### src/rtl/packet_source.sv
// Pseudo-random packet injector for one router input channel.
// Packets carry an LFSR-derived destination plus an even-parity bit, offered on valid/ready with random idle gaps.
module packet_source #(
  parameter int SEED        = 5,
  parameter int SIZE        = 8,
  parameter int GAP_BITS    = 4,
  parameter int MAX_PACKETS = 0
) (
  input  logic            clk,
  input  logic            reset,
  input  logic            enable,
  output logic            out_valid,
  input  logic            out_ready,
  output logic [SIZE-1:0] out_data,
  output logic [15:0]     sent_count,
  output logic            done
);

  // Handshake: out_valid/out_data are held stable from the cycle out_valid
  // rises until a rising edge samples out_valid & out_ready; that edge is the
  // transfer. out_ready may change freely and is ignored while out_valid is low.

  localparam int          DEST_BITS = SIZE - 1;
  localparam logic [15:0] SEED_INIT = (SEED[15:0] == 16'd0) ? 16'h0001 : SEED[15:0];

  typedef enum logic [1:0] {
    ST_GAP  = 2'd0,
    ST_SEND = 2'd1,
    ST_DONE = 2'd2
  } state_t;

  state_t              state;
  logic [15:0]         lfsr;
  logic [15:0]         lfsr_adv;
  logic [GAP_BITS-1:0] gap_cnt;
  logic [15:0]         count_inc;
  logic                hit_max;

  assign lfsr_adv  = {1'b0, lfsr[15:1]} ^ (lfsr[0] ? 16'hB400 : 16'h0000);
  assign count_inc = (sent_count == 16'hFFFF) ? sent_count : sent_count + 16'd1;
  assign hit_max   = (MAX_PACKETS != 0) && (32'(count_inc) == MAX_PACKETS);

  always_ff @(posedge clk or negedge reset) begin
    if (!reset) begin
      state      <= ST_GAP;
      gap_cnt    <= '0;
      lfsr       <= SEED_INIT;
      out_valid  <= 1'b0;
      out_data   <= '0;
      sent_count <= 16'd0;
      done       <= 1'b0;
    end else begin
      case (state)
        ST_GAP: begin
          if (enable) begin
            if (gap_cnt != '0) begin
              gap_cnt <= gap_cnt - 1'b1;
            end else begin
              // Parity bit on top makes every packet even parity.
              out_data  <= {^lfsr[DEST_BITS-1:0], lfsr[DEST_BITS-1:0]};
              out_valid <= 1'b1;
              lfsr      <= lfsr_adv;
              state     <= ST_SEND;
            end
          end
        end
        ST_SEND: begin
          if (out_ready) begin
            out_valid  <= 1'b0;
            sent_count <= count_inc;
            gap_cnt    <= lfsr[15 -: GAP_BITS];
            lfsr       <= lfsr_adv;
            if (hit_max) begin
              state <= ST_DONE;
              done  <= 1'b1;
            end else begin
              state <= ST_GAP;
            end
          end
        end
        ST_DONE: begin
          done      <= 1'b1;
          out_valid <= 1'b0;
        end
        default: state <= ST_GAP;
      endcase
    end
  end

endmodule

### config.mk
export PLATFORM = sky130hd
export DESIGN_NAME = packet_source
export DESIGN_NICKNAME = d
export VERILOG_FILES = /design/src/rtl/packet_source.sv
export SDC_FILE = /design/constraint.sdc
export NUM_CORES = 1
export LEC_CHECK = 0
export BUFFER_PORTS_ARGS = -buffer_cell sky130_fd_sc_hd__buf_2
export CAP_MARGIN = 20
export CORE_UTILIZATION = 55
export DETAILED_ROUTE_END_ITERATION = 16
export GPL_TIMING_DRIVEN = 0
export PLACE_DENSITY = 0.77
export SYNTH_ARGS = -nofsm -noshare
export SYNTH_HDL_FRONTEND = slang
export SYNTH_SLANG_ARGS = --single-unit
### constraint.sdc
create_clock -name clk -period 3.5 [get_ports clk]
set_input_delay 0.35 -clock clk [delete_from_list [all_inputs] [get_ports clk]]
set_output_delay 0.35 -clock clk [all_outputs]
set_load 0.1 [all_outputs]
# After elaboration in Yosys (flattened, before gate mapping)
# Index checks and enable logic that the tools add are counted.
dict set report totals {
  input_bits 4
  reg_bits 48
}
dict set report op_classes {
  eq_ne 7
  mux 17
  reduce_logical 11
  n_bitwise 4
  n_addsub 2
}
# cell count
set op_table {}
lappend op_table {{$mux 16} 4}
lappend op_table {{$pmux 16 s2} 1}
lappend op_table {{$add 16x1->16 const B} 1}
lappend op_table {{$eq 16x16->1 const B} 1}
lappend op_table {{$reduce_and 4->1} 4}
lappend op_table {{$xor 15x16->16} 1}
lappend op_table {{$mux 4} 3}
lappend op_table {{$ne 2x2->1 const B} 4}
lappend op_table {{$pmux 4 s2} 1}
lappend op_table {{$reduce_xor 7->1} 1}
lappend op_table {{$mux 2} 3}
lappend op_table {{$pmux 2 s3} 1}
lappend op_table {{$reduce_and 3->1} 2}
lappend op_table {{$reduce_bool 4->1} 1}
lappend op_table {{$sub 4x1->4 const B} 1}
lappend op_table {{$mux 1} 3}
lappend op_table {{$not 1->1} 3}
lappend op_table {{$pmux 1 s3} 1}
lappend op_table {{$reduce_bool 3->1} 1}
lappend op_table {{$eq 2x1->1 const B} 1}
lappend op_table {{$eq 2x2->1 const B} 1}
lappend op_table {{$logic_not 2->1} 1}
lappend op_table {{$reduce_bool 2->1} 1}

# Logic depth before layout (Yosys ltp)
dict set report depth {
  depth_word 5
  ltp_mapped 7
  ltp_nobuf 6
}

# Least setup slack after synthesis
# Ideal clock, no wire load.
dict set report synth_path {
  path_kind {register to register}
  startpoint {reg sent_count[0]}
  endpoint {reg sent_count[12]}
  path_buffers 0
  t_arrival_ps 2094
  period_less_slack_ps 2254
  stages_incl_launch_ff 6
  t_required_ps 3341
  setup_time_ps 159
  slack_ps 1246
  path_cell_list {dfrtp_1 ha_1 nand4_2 nor2_1 nand4_1 xnor2_1}
}
dict set report synth_via {
  elab_chain_cells 3
  word_cells_on_any_way 4
  classes_between {add/sub: 1; eq/ne: 1; bitwise: 1; reduce/logical: 1}
}
# element line_no
set synth_lines {}
lappend synth_lines {{start: declaration} 15} ;# output logic [15:0] sent_count,
lappend synth_lines {{start signal: assignment} 70} ;# sent_count <= count_inc;
lappend synth_lines {{parallel branches: the longest is 3 deep, another holds $add 16x1->16} n/a}
# Several ways; the timed one is not identified.
# A chain may end at the register's enable or synchronous reset.

# Worst setup path after layout
dict set report layout_path {
  startpoint {reg sent_count[0]}
  endpoint {reg sent_count[10]}
}
# The elaborated chain is that of the path after synthesis.

==> results.cfg <==
[worst_setup_path]
critPathLaunchType = flip-flop
worst_setup_path_end_kind = flip-flop
ff2ff_setup_slack_ps = 1720
cp_common_cell = a31oi_1
required_ps = 3710
critPathKind = flip-flop to flip-flop
crit_path_top_delay_cell = dfrtp_1
crit_chain = ha_1 > nand4_2 > nor3_1 > a31oi_1 > a31oi_1
arrival_ps = 1980
critPathTopFamily = simple AND/OR/NAND/NOR gates
worst-path-buf-inv = 0
cp_max_fo = 9
cp_slowest_stage_delay_ps = 420

[power]
p_seq_share_pct = 50.6
peakVddDrop_mv = 0.282
swShare_pct = 33.4
p_int_w = 0.000844
total_power_w = 0.00127
clockPowerShare_pct = 25.4
p_comb_share_pct = 24.1
p_switching_w = 0.000423
leakagePower_nw = 1.21
pwr_density_cell_nw_per_um2 = 528

[clock_network]
cts_root_buf = clkbuf_8
numClockSinks = 45
post_cts_buffers = 0
cts_tree = done
h-tree-depth = 2
numCtsBuffers = 5
hold_buffers = 0
clock_latency_ps = 300
cts_resized = 0
cts.path.max_buffers = 2
clkTransAtPathRegs_ps = 80

[yosys]
yosys_register_bits = 45
synth_seq_area_share_pct = 53.5
yosysWarnings = 0
synth-edff-count = 0
ys.flop_type = dfrtp_1
yosys.area.top_type_share_pct = 51.0
syn_area_um2 = 2110
synthArstFlopShare_pct = 100
yosysUniqueCellTypes = 42
syn-mean-instance-area_um2 = 12.0
synth.area.top_cells = dfrtp_1 51%, mux2_2 10%, xnor2_1 6.2%
yosysTopAreaCell = dfrtp_1
synth_nets = 182
synth_cells = 176

[sta]
final_hold_viol_count = 0
finalCriticalPeriod_ps = 1780
setup_viol = 0
slew_viol_final = 0
finalClockSkew_ps = 11.2
worstMarginPinSlew_ps = 938
max_slew_margin_pct = 37.5
fin_tns_setup_ps = 0
rsz0062_at_grt = no
fmax_mhz = 563
fin_crit_sh_pct = 50.8

[die]
dieArea_um2 = 4090
initial_utilization_pct = 57.7
pin_count = 30
rows = 22
die_y_um = 64.0
die_w_um = 64.0
core_um2 = 3660

[route]
drt_wl_total_um = 3620
drc_errors = 0
firstDrtPassIters = 4
drt-vias-per-instance = 5.40
antenna_left = 0
first_iter_violations = 70
post_drt_wl_per_cell_um = 13.9
num_vias = 1405

[job]
max_cap_violations = 0

[layout]
area_growth_pct = 13.8
instances_no_fill = 260
final_common_cell = dfrtp_1
nNetsFinal = 217
num_antenna_cells = 0
drive_above_1_share_pct = 34.0
fillers = 291
final_cell_mix = 43 x dfrtp_1, 29 x buf_2, 19 x mux2_2

[global_routing]
grt_overflow = 0
antenna_found_initial = 0
grt_start_max_net_pins = 46
grt.total_usage_pct = 20.6
grt_first_pass_wirelength_um = 6350
grt_pass1_vias = 1343

[place]
hpwl_um = 2570
routabilityCongestion = 0.807
dp_cells = 252
io_buffers = 28

[hold_path]
hp-class = primary input to async pin

[status]
status = complete, no violations
power by group through the flow:
stage               Combinational (W)  Sequential [W]  Clock (W)
floorplan                    0.000151        0.000738          0
finish                       0.000305        0.000641   0.000321
global placement             0.000296        0.000646          0
detailed placement           0.000307        0.000651          0
CTS                          0.000308        0.000642   0.000332
global route                 0.000335        0.000651   0.000351
metrics by stage:
step / hold slack, ps / setup WS, ps / cell area [um^2] / utilization [%]
global placement: 464 / 1800 / 2310 / 63.1
finish: 192 / 1720 / 2400 / 65.6
CTS: 233 / 1730 / 2400 / 65.6
floorplan: 54.4 / 1250 / 2110 / -
global route: 288 / 1590 / 2400 / 65.6
detailed placement: 472 / 1770 / 2310 / 63.1
metal layers:
layer / part of all wire (%) / GRT usage (%)
met1: 46 / 26.7
met2: 47 / 31.4
met3: 3.6 / 5.54
met4: 2.4 / 11.4
met5: 0 / 0
worst reg2reg max path: stages, from the launching register on:
cell	delay, ps
dfrtp_1	420
ha_1	280
nand4_2	280
nor3_1	400
a31oi_1	140
a31oi_1	180
worst paths after layout:
kind | start | end | depth (start not counted)
min | reset | gap_cnt[2]$_DFFE_PN0P_ | 1
max reg2reg | sent_count[0]$_DFFE_PN0P_ | sent_count[10]$_DFFE_PN0P_ | 5
min in group clk | out_ready | out_valid$_DFFE_PN0P_ | 2
min reg2reg | out_data[7]$_DFFE_PN0P_ | out_data[7]$_DFFE_PN0P_ | 2
max | sent_count[0]$_DFFE_PN0P_ | sent_count[10]$_DFFE_PN0P_ | 5
max in group asynchronous | reset | out_data[3]$_DFFE_PN0P_ | 1
synth_stat cells (2+ instances only):
cell type and count:
a31oi_1 3, nand2_1 8, buf_4 3, dfrtp_1 43, and2_1 3, dfstp_2 2
mux2_2 19, inv_1 6, a21oi_1 8, and4_4 3, nor2_1 7, o211ai_1 2
o21a_1 2, xor2_1 5, o2111ai_1 2, xnor2_1 15, mux2_4 2, and3_1 2
nand3_1 5, nor3_1 3, nand4_1 4, o21ai_0 8, ha_1 2
flip-flops by register name, summed over array words and instances, names as in the netlist:
register	flops
out_valid	1
sent_count	16
gap_cnt	4
lfsr	16
out_data	8
logic make-up (layout without fill, tap and decap cells):
group	after synthesis	count (layout)	share of synthesized area, %
DFF	45	45	53.5
and+or+nand+nor	44	44	13.0
AOI/OAI and AO/OA	30	30	8.71
muxes	22	22	12.0
xor gates and xnor gates	20	20	8.30
buffers and inverters	12	48	3.08
adders and majority gates	2	2	1.19
other	1	1	0.178
final cells by class:
| cell class | instances | area [um^2] | area share [%] |
|---|---|---|---|
| flip-flops and latches | 45 | 1130 | 47.0 |
| multi-input cells | 119 | 917 | 38.2 |
| repair buffers | 28 | 140 | 5.84 |
| clock buffers | 8 | 90.1 | 3.75 |
| well taps | 48 | 60.1 | 2.50 |
| plain buffers | 6 | 42.5 | 1.77 |
| inverters | 6 | 22.5 | 0.938 |
Note: power is estimated with default switching activity, not from simulation.
